<file path="config.mk">
export PLATFORM = sky130hd
export DESIGN_NAME = z380_waitgen_mc
export DESIGN_NICKNAME = d
export VERILOG_FILES = /design/src/rtl/z380_waitgen_mc.sv
export SDC_FILE = /design/constraint.sdc
export NUM_CORES = 1
export LEC_CHECK = 0
export BUFFER_PORTS_ARGS = -buffer_cell sky130_fd_sc_hd__buf_2
export CORE_UTILIZATION = 60
export DETAILED_ROUTE_END_ITERATION = 8
export PLACE_DENSITY = 0.91
export SETUP_SLACK_MARGIN = 0.1
export SYNTH_ARGS = -nofsm -noshare
export SYNTH_HDL_FRONTEND = slang
export SYNTH_SLANG_ARGS = --single-unit
</file>
<file path="constraint.sdc">
create_clock -name clk -period 3 [get_ports clk]
set_input_delay 0.15 -clock clk [delete_from_list [all_inputs] [get_ports clk]]
set_output_delay 0.15 -clock clk [all_outputs]
set_load 0.01 [all_outputs]
</file>
<file path="src/rtl/z380_waitgen_mc.sv">
// z380_waitgen_mc: multi-channel Z380 wait-state generator with CSR-programmed wait profiles
module z380_waitgen_mc #(
  parameter int CHANNELS = 2,
  parameter int PROFILE_COUNT = 8,
  parameter int COUNT_W = 8,
  parameter int INDEX_W = (PROFILE_COUNT < 2) ? 1 : $clog2(PROFILE_COUNT),
  parameter int TMO_W = 16,
  parameter logic [31:0] CSR_BASE = 32'h00a2_2000
) (
  input  logic                        clk,
  input  logic                        rst_n,
  input  logic [CHANNELS-1:0]         req_valid,
  input  logic [CHANNELS*INDEX_W-1:0] req_profile,
  input  logic [CHANNELS-1:0]         req_burst,
  input  logic [CHANNELS-1:0]         ext_wait_n,
  output logic [CHANNELS-1:0]         req_ready,
  output logic [CHANNELS-1:0]         wait_active,
  output logic [CHANNELS-1:0]         wait_done,
  output logic [CHANNELS-1:0]         wait_err,
  input  logic                        csr_req_valid,
  output logic                        csr_req_ready,
  input  logic                        csr_req_write,
  input  logic [31:0]                 csr_req_addr,
  input  logic [31:0]                 csr_req_wdata,
  output logic                        csr_rsp_valid,
  input  logic                        csr_rsp_ready,
  output logic [31:0]                 csr_rsp_rdata,
  output logic                        csr_rsp_fault,
  output logic                        csr_rsp_side_effect
);
  typedef enum logic [1:0] {IDLE, COUNT, EXT} state_t;
  logic [COUNT_W-1:0] lead [PROFILE_COUNT];
  logic [COUNT_W-1:0] burst [PROFILE_COUNT];
  logic [PROFILE_COUNT-1:0] ext_en;
  logic [TMO_W-1:0] tmo;
  logic [CHANNELS-1:0] sticky, tmo_hit, clr;
  logic [31:0] off, rd;
  logic [INDEX_W-1:0] cidx;
  logic hit_prof, hit_tmo, hit_stat, mapped, fire, unused_bits;
  assign csr_req_ready = !csr_rsp_valid;
  assign fire = csr_req_valid && csr_req_ready;
  assign off = csr_req_addr - CSR_BASE;
  assign cidx = off[2 +: INDEX_W];
  assign hit_prof = off[1:0] == 2'b00 && off < 32'(4 * PROFILE_COUNT);
  assign hit_tmo = off == 32'h40;
  assign hit_stat = off == 32'h44;
  assign mapped = hit_prof || hit_tmo || hit_stat;
  assign unused_bits = ^csr_req_wdata;
  assign rd = hit_prof ? {ext_en[cidx], 15'b0, 8'(burst[cidx]), 8'(lead[cidx])} :
              hit_tmo  ? 32'(tmo) :
              hit_stat ? (32'(wait_active) | (32'(sticky) << 16)) : '0;
  assign clr = (fire && csr_req_write && hit_stat) ? csr_req_wdata[16 +: CHANNELS] : '0;
  // CSR register file, sticky timeout flags and the registered response
  always_ff @(posedge clk) begin
    if (!rst_n) begin
      lead <= '{default: '0};
      burst <= '{default: '0};
      ext_en <= '0;
      tmo <= '0;
      sticky <= '0;
      csr_rsp_valid <= 1'b0;
      csr_rsp_rdata <= '0;
      csr_rsp_fault <= 1'b0;
      csr_rsp_side_effect <= 1'b0;
    end else begin
      sticky <= (sticky & ~clr) | tmo_hit;
      if (fire) begin
        csr_rsp_valid <= 1'b1;
        csr_rsp_fault <= !mapped;
        csr_rsp_rdata <= csr_req_write ? '0 : rd;
        csr_rsp_side_effect <= csr_req_write;
        if (csr_req_write && hit_prof) begin
          lead[cidx] <= csr_req_wdata[COUNT_W-1:0];
          burst[cidx] <= csr_req_wdata[8 +: COUNT_W];
          ext_en[cidx] <= csr_req_wdata[31];
        end
        if (csr_req_write && hit_tmo) tmo <= csr_req_wdata[TMO_W-1:0];
      end else if (csr_rsp_valid && csr_rsp_ready) begin
        csr_rsp_valid <= 1'b0;
      end
    end
  end
  for (genvar g = 0; g < CHANNELS; g++) begin : ch
    state_t st;
    logic [COUNT_W-1:0] ctr, n;
    logic [TMO_W-1:0] tc, tl;
    logic [INDEX_W-1:0] p;
    logic pv, xe, xen, done_r, err_r;
    assign p = req_profile[g*INDEX_W +: INDEX_W];
    assign pv = 32'(p) < PROFILE_COUNT;
    assign n = !pv ? '0 : req_burst[g] ? burst[p] : lead[p];
    assign xen = pv && ext_en[p];
    assign req_ready[g] = st == IDLE;
    assign wait_active[g] = st != IDLE;
    assign wait_done[g] = done_r;
    assign wait_err[g] = err_r;
    assign tmo_hit[g] = st == EXT && !ext_wait_n[g] && tl != '0 && tc == tl - 1'b1;
    // Per-channel wait sequencer: lead/burst countdown followed by an optional external stretch
    always_ff @(posedge clk) begin
      if (!rst_n) begin
        st <= IDLE;
        ctr <= '0;
        tc <= '0;
        tl <= '0;
        xe <= 1'b0;
        done_r <= 1'b0;
        err_r <= 1'b0;
      end else begin
        done_r <= 1'b0;
        err_r <= 1'b0;
        case (st)
          IDLE: if (req_valid[g]) begin
            xe <= xen;
            tc <= '0;
            tl <= tmo;
            ctr <= n;
            st <= n != '0 ? COUNT : xen ? EXT : IDLE;
            done_r <= n == '0 && !xen;
          end
          COUNT: begin
            ctr <= ctr - 1'b1;
            if (ctr == COUNT_W'(1)) begin
              st <= (xe && !ext_wait_n[g]) ? EXT : IDLE;
              done_r <= !(xe && !ext_wait_n[g]);
              tc <= '0;
              tl <= tmo;
            end
          end
          EXT: begin
            tc <= tc + 1'b1;
            if (ext_wait_n[g] || tmo_hit[g]) begin
              st <= IDLE;
              done_r <= 1'b1;
              err_r <= tmo_hit[g];
            end
          end
          default: st <= IDLE;
        endcase
      end
    end
  end
endmodule

</file>
==> run_results.csv <==
group,metric,value,unit
cts,root_buffer,"clkbuf_16",
setup_path,critPathRequiredTime,3.48,ns
run_status,status,"complete, no violations",
cts,numCtsBuffers,27,
setup_path,worstSetupEndpointType,"flip-flop",
floorplan,die_h,160.0,um
layout,layout.cells.non_filler,2003,
logic_synthesis,syn_inst,1589,
timing,timing.final.ws_setup,0.2749,ns
logic_synthesis,synthTopCellsByArea,"dfxtp_1, mux4_2, mux2i_1",
worst_hold_path,hp-class,"input port to flip-flop",
drt,wl_per_cell,21.41,um
layout,num-nets-final,1750,
logic_synthesis,synth_area_per_cell,9.421,um2
setup_path,slowest_delay,0.59,ns
run,cap_violations,0,
logic_synthesis,netlist_area,14970,um2
cts,clock_sinks,266,
timing,hold_violations,0,
setup_path,reg2regPathDepth,7,
setup_path,cp_num_buf_inv,0,
logic_synthesis,synth.most_common_cell,"dfxtp_1",
timing,slew_viol_final,0,
drt,via_count,13360,
logic_synthesis,synth_top_family_by_area,"multiplexers",
layout,n_fill_cell,1729,
layout,drive_above_1_share,0.1943,
logic_synthesis,synth_seq_cells,266,
drt,drt-pass1-iter-count,8,
setup_path,worstSetupPathType,"flip-flop to flip-flop",
setup_path,critPathArrivalTime,3.21,ns
logic_synthesis,yosysWarnings,0,
setup_path,cp_max_fo,4,
timing,fin_crit,2.725,ns
placed_design,io_buffers,98,
setup_path,rr_endpoint,"ch[1].done_r",
worst_hold_path,hold_depth,3,
floorplan,core_area,24390,um2
drt,ant_nets,0,
cts,clock_latency,0.55,ns
drt,drc,0,
setup_path,crit_family,"simple AND/OR/NAND/NOR gates",
global_route,grt_pass1_vias,13050,
logic_synthesis,synth_xor_area_frac,0.04095,
floorplan,num_rows,57,
logic_synthesis,yosysTopAreaCell,"dfxtp_1",
logic_synthesis,synth_compound_area_frac,0.1214,
timing,min_period_over_period,0.9084,
cts,htreeDepth,1,
logic_synthesis,yosys.area_share.simple,0.1857,
layout,final_util,0.6883,
logic_synthesis,netlist_top_cells_count,"dfxtp_1, nor2_1, nand2_1, mux2i_1, mux4_2",
floorplan,dieWidth,160.0,um
logic_synthesis,ys_seq_area_frac,0.3557,
timing,maxSlewHeadroom,0.2708,
global_route,grt_max_degree,96,
setup_path,cp_slowest_cell,"or4_1",
global_route,grt_pass1_wl,68600,um
setup_path,critPathLaunchType,"flip-flop",
global_route,antenna_found_initial,1,
cts,cts_tree,"built",
global_route,grt-ovfl-total,0,
layout,area_growth,12.14,%
cts,clockBufferDepth,3,
timing,worst_slew_pin_slew,1.094,ns
power,power.leakage,7.120,nW
floorplan,initial_utilization,0.6138,
logic_synthesis,synth_cell_types,70,
worst_hold_path,hold_path.startpoint,"csr_req_wdata[0]",
drt,drt_iter0_drc,1423,
drt,drt-total-wl,42890,um
timing,setup_violations,0,
logic_synthesis,synth_edf_count,0,
cts,cts.clk_slew.worst_paths,0.06,ns
timing,rsz0062_at_grt,"no",
timing,max_freq,367.0,MHz
setup_path,cp.depth,7,
logic_synthesis,muxShareOfSynthArea,0.2383,
timing,worst_clock_skew,0.02276,ns
logic_synthesis,ys.flop_type,"dfxtp_1",
power,peakVddDrop,0.0004312,V
placed_design,pre_cts_ws,0.05144,ns
logic_synthesis,netlist.area_leader.share,0.3557,
placed_design,gp_congestion,0.9058,
placed_design,place_hpwl,28600,um
logic_synthesis,synth_fa_ha_area_frac,0.009193,
cts,cts_resized,0,
drt,vias_per_cell,6.672,
global_route,grtUsageTotal,0.3337,
floorplan,num_io_pins,125,
power,p_total,7.517,mW
setup_path,path_cells,"mux4_2 > a22oi_1 > nand2_1 > or4_1 > nor2_1 > a41oi_1 > a21bo_2",
setup_path,r2r_start,"lead[38]",
worst_hold_path,min_to,"lead[16]",
timing,fin_setup_tns,0,ns
setup_path,rrSetupSlack,0.27,ns
logic_synthesis,synthArstFlopShare,0,
placed_design,dp.cells,1930,
floorplan,die_area,25590,um2
power,cellPowerDensity,447.7,nW/um2
## worst max-delay path by stage
stage | startpoint | endpoint | slack [ns]
after global routing | ch[1].tl[7] | ch[1].st[1] | 0.14
after global placement | csr_req_addr[13] | csr_rsp_rdata[31] | 0.17
after floorplan | csr_req_addr[13] | csr_rsp_rdata[10] | 0.50
after detailed placement | csr_req_addr[13] | burst[28] | 0.05
after CTS | lead[38] | ch[1].done_r | 0.37
final | lead[38] | ch[1].done_r | 0.27
## kinds of logic (layout without fill, tap and decap cells)
family	Yosys count	after routing
DFF	266	266
and+or+nand+nor	573	573
other	1	14
xor gates and xnor gates	70	70
adders and majority gates	11	11
muxes	227	227
buffers and inverters	155	232
AOI/OAI and AO/OA	286	286
## worst register-to-register path, delay by kind of cell, from the launching register on
kind / cells / cell delay, ns
AO/OA/AOI/OAI: 3 / 0.75
flip-flops: 1 / 0.33
multiplexers: 1 / 0.48
AND/OR/NAND/NOR: 3 / 1.10
## stage by stage
stage          hold slack, ns  instance area (um2)
2_1_floorplan          0.2501                15020
3_3_place_gp           0.3377                15660
3_5_place_dp           0.3406                15660
4_1_cts              0.001864                16780
5_1_grt               0.04015                16790
6_report              0.03350                16790
## sequential cells by signal (all words and copies together), names as in the netlist
register             cells
csr_rsp_rdata           19
lead                    64
ext_en                   8
ch.st                    4
csr_rsp_fault            1
ch.ctr                  16
ch.done_r                2
burst                   64
sticky                   2
ch.tl                   32
ch.tc                   32
csr_rsp_valid            1
ch.err_r                 2
csr_rsp_side_effect      1
ch.xe                    2
tmo                     16
## cell usage in the layout (no fill, tap or decap), drive strengths merged, types with 4 or more instances in the layout
cell type | Yosys | layout
a22oi | 34 | 34
xor2 | 37 | 37
dfxtp | 266 | 266
o21ai | 121 | 121
inv | 24 | 25
or2 | 4 | 4
clkbuf | 82 | 39
a211oi | 10 | 10
conb | 1 | 13
nand2 | 120 | 120
and3 | 14 | 14
and4 | 5 | 5
a21oi | 44 | 44
nand2b | 8 | 8
or3 | 4 | 4
mux2 | 15 | 15
nor4 | 16 | 16
xnor2 | 33 | 33
mux4 | 102 | 102
nor4b | 5 | 5
a21o | 19 | 19
a31oi | 9 | 9
o22ai | 5 | 5
and2 | 9 | 9
nor2b | 19 | 19
nor3 | 19 | 19
clkinv | 0 | 5
nand4 | 31 | 31
o211ai | 5 | 5
nand3 | 98 | 98
dlygate4sd3 | 0 | 22
or4 | 12 | 12
a2111oi | 7 | 7
nor2 | 197 | 197
mux2i | 110 | 110
ha | 11 | 11
buf | 49 | 137
## layer usage
metal | GRT usage | share of wire
met1 | 0.4101 | 0.37
met2 | 0.5532 | 0.47
met3 | 0.06416 | 0.10
met4 | 0.1827 | 0.059
met5 | 0 | 0
## power breakdown
part	leakage (nW)	switching (mW)	total [mW]	internal (mW)
clock	0.442	1.46	3.46	2.00
combinational	4.54	0.337	0.519	0.182
sequential	2.14	0.00311	3.54	3.54
total	7.12	1.80	7.52	5.72
## what timing repair did
action / in CTS / in global routing
setup buffers: 0 / 0
hold buffers: 22 / 0
endpoints found under the hold margin: 103 / 0
## cell type report
class / count / area (um2) / share of cell area
multi-input combinational: 1180 / 8969 / 0.5342
sequential: 266 / 5325 / 0.3172
timing repair buffer: 159 / 1091 / 0.06499
clock buffer: 39 / 790.8 / 0.04710
tap: 324 / 405.4 / 0.02415
clock inverter: 10 / 112.6 / 0.006707
inverter: 24 / 92.59 / 0.005515
antenna: 1 / 2.502 / 0.0001491
Power figures use the tool's default switching activity.
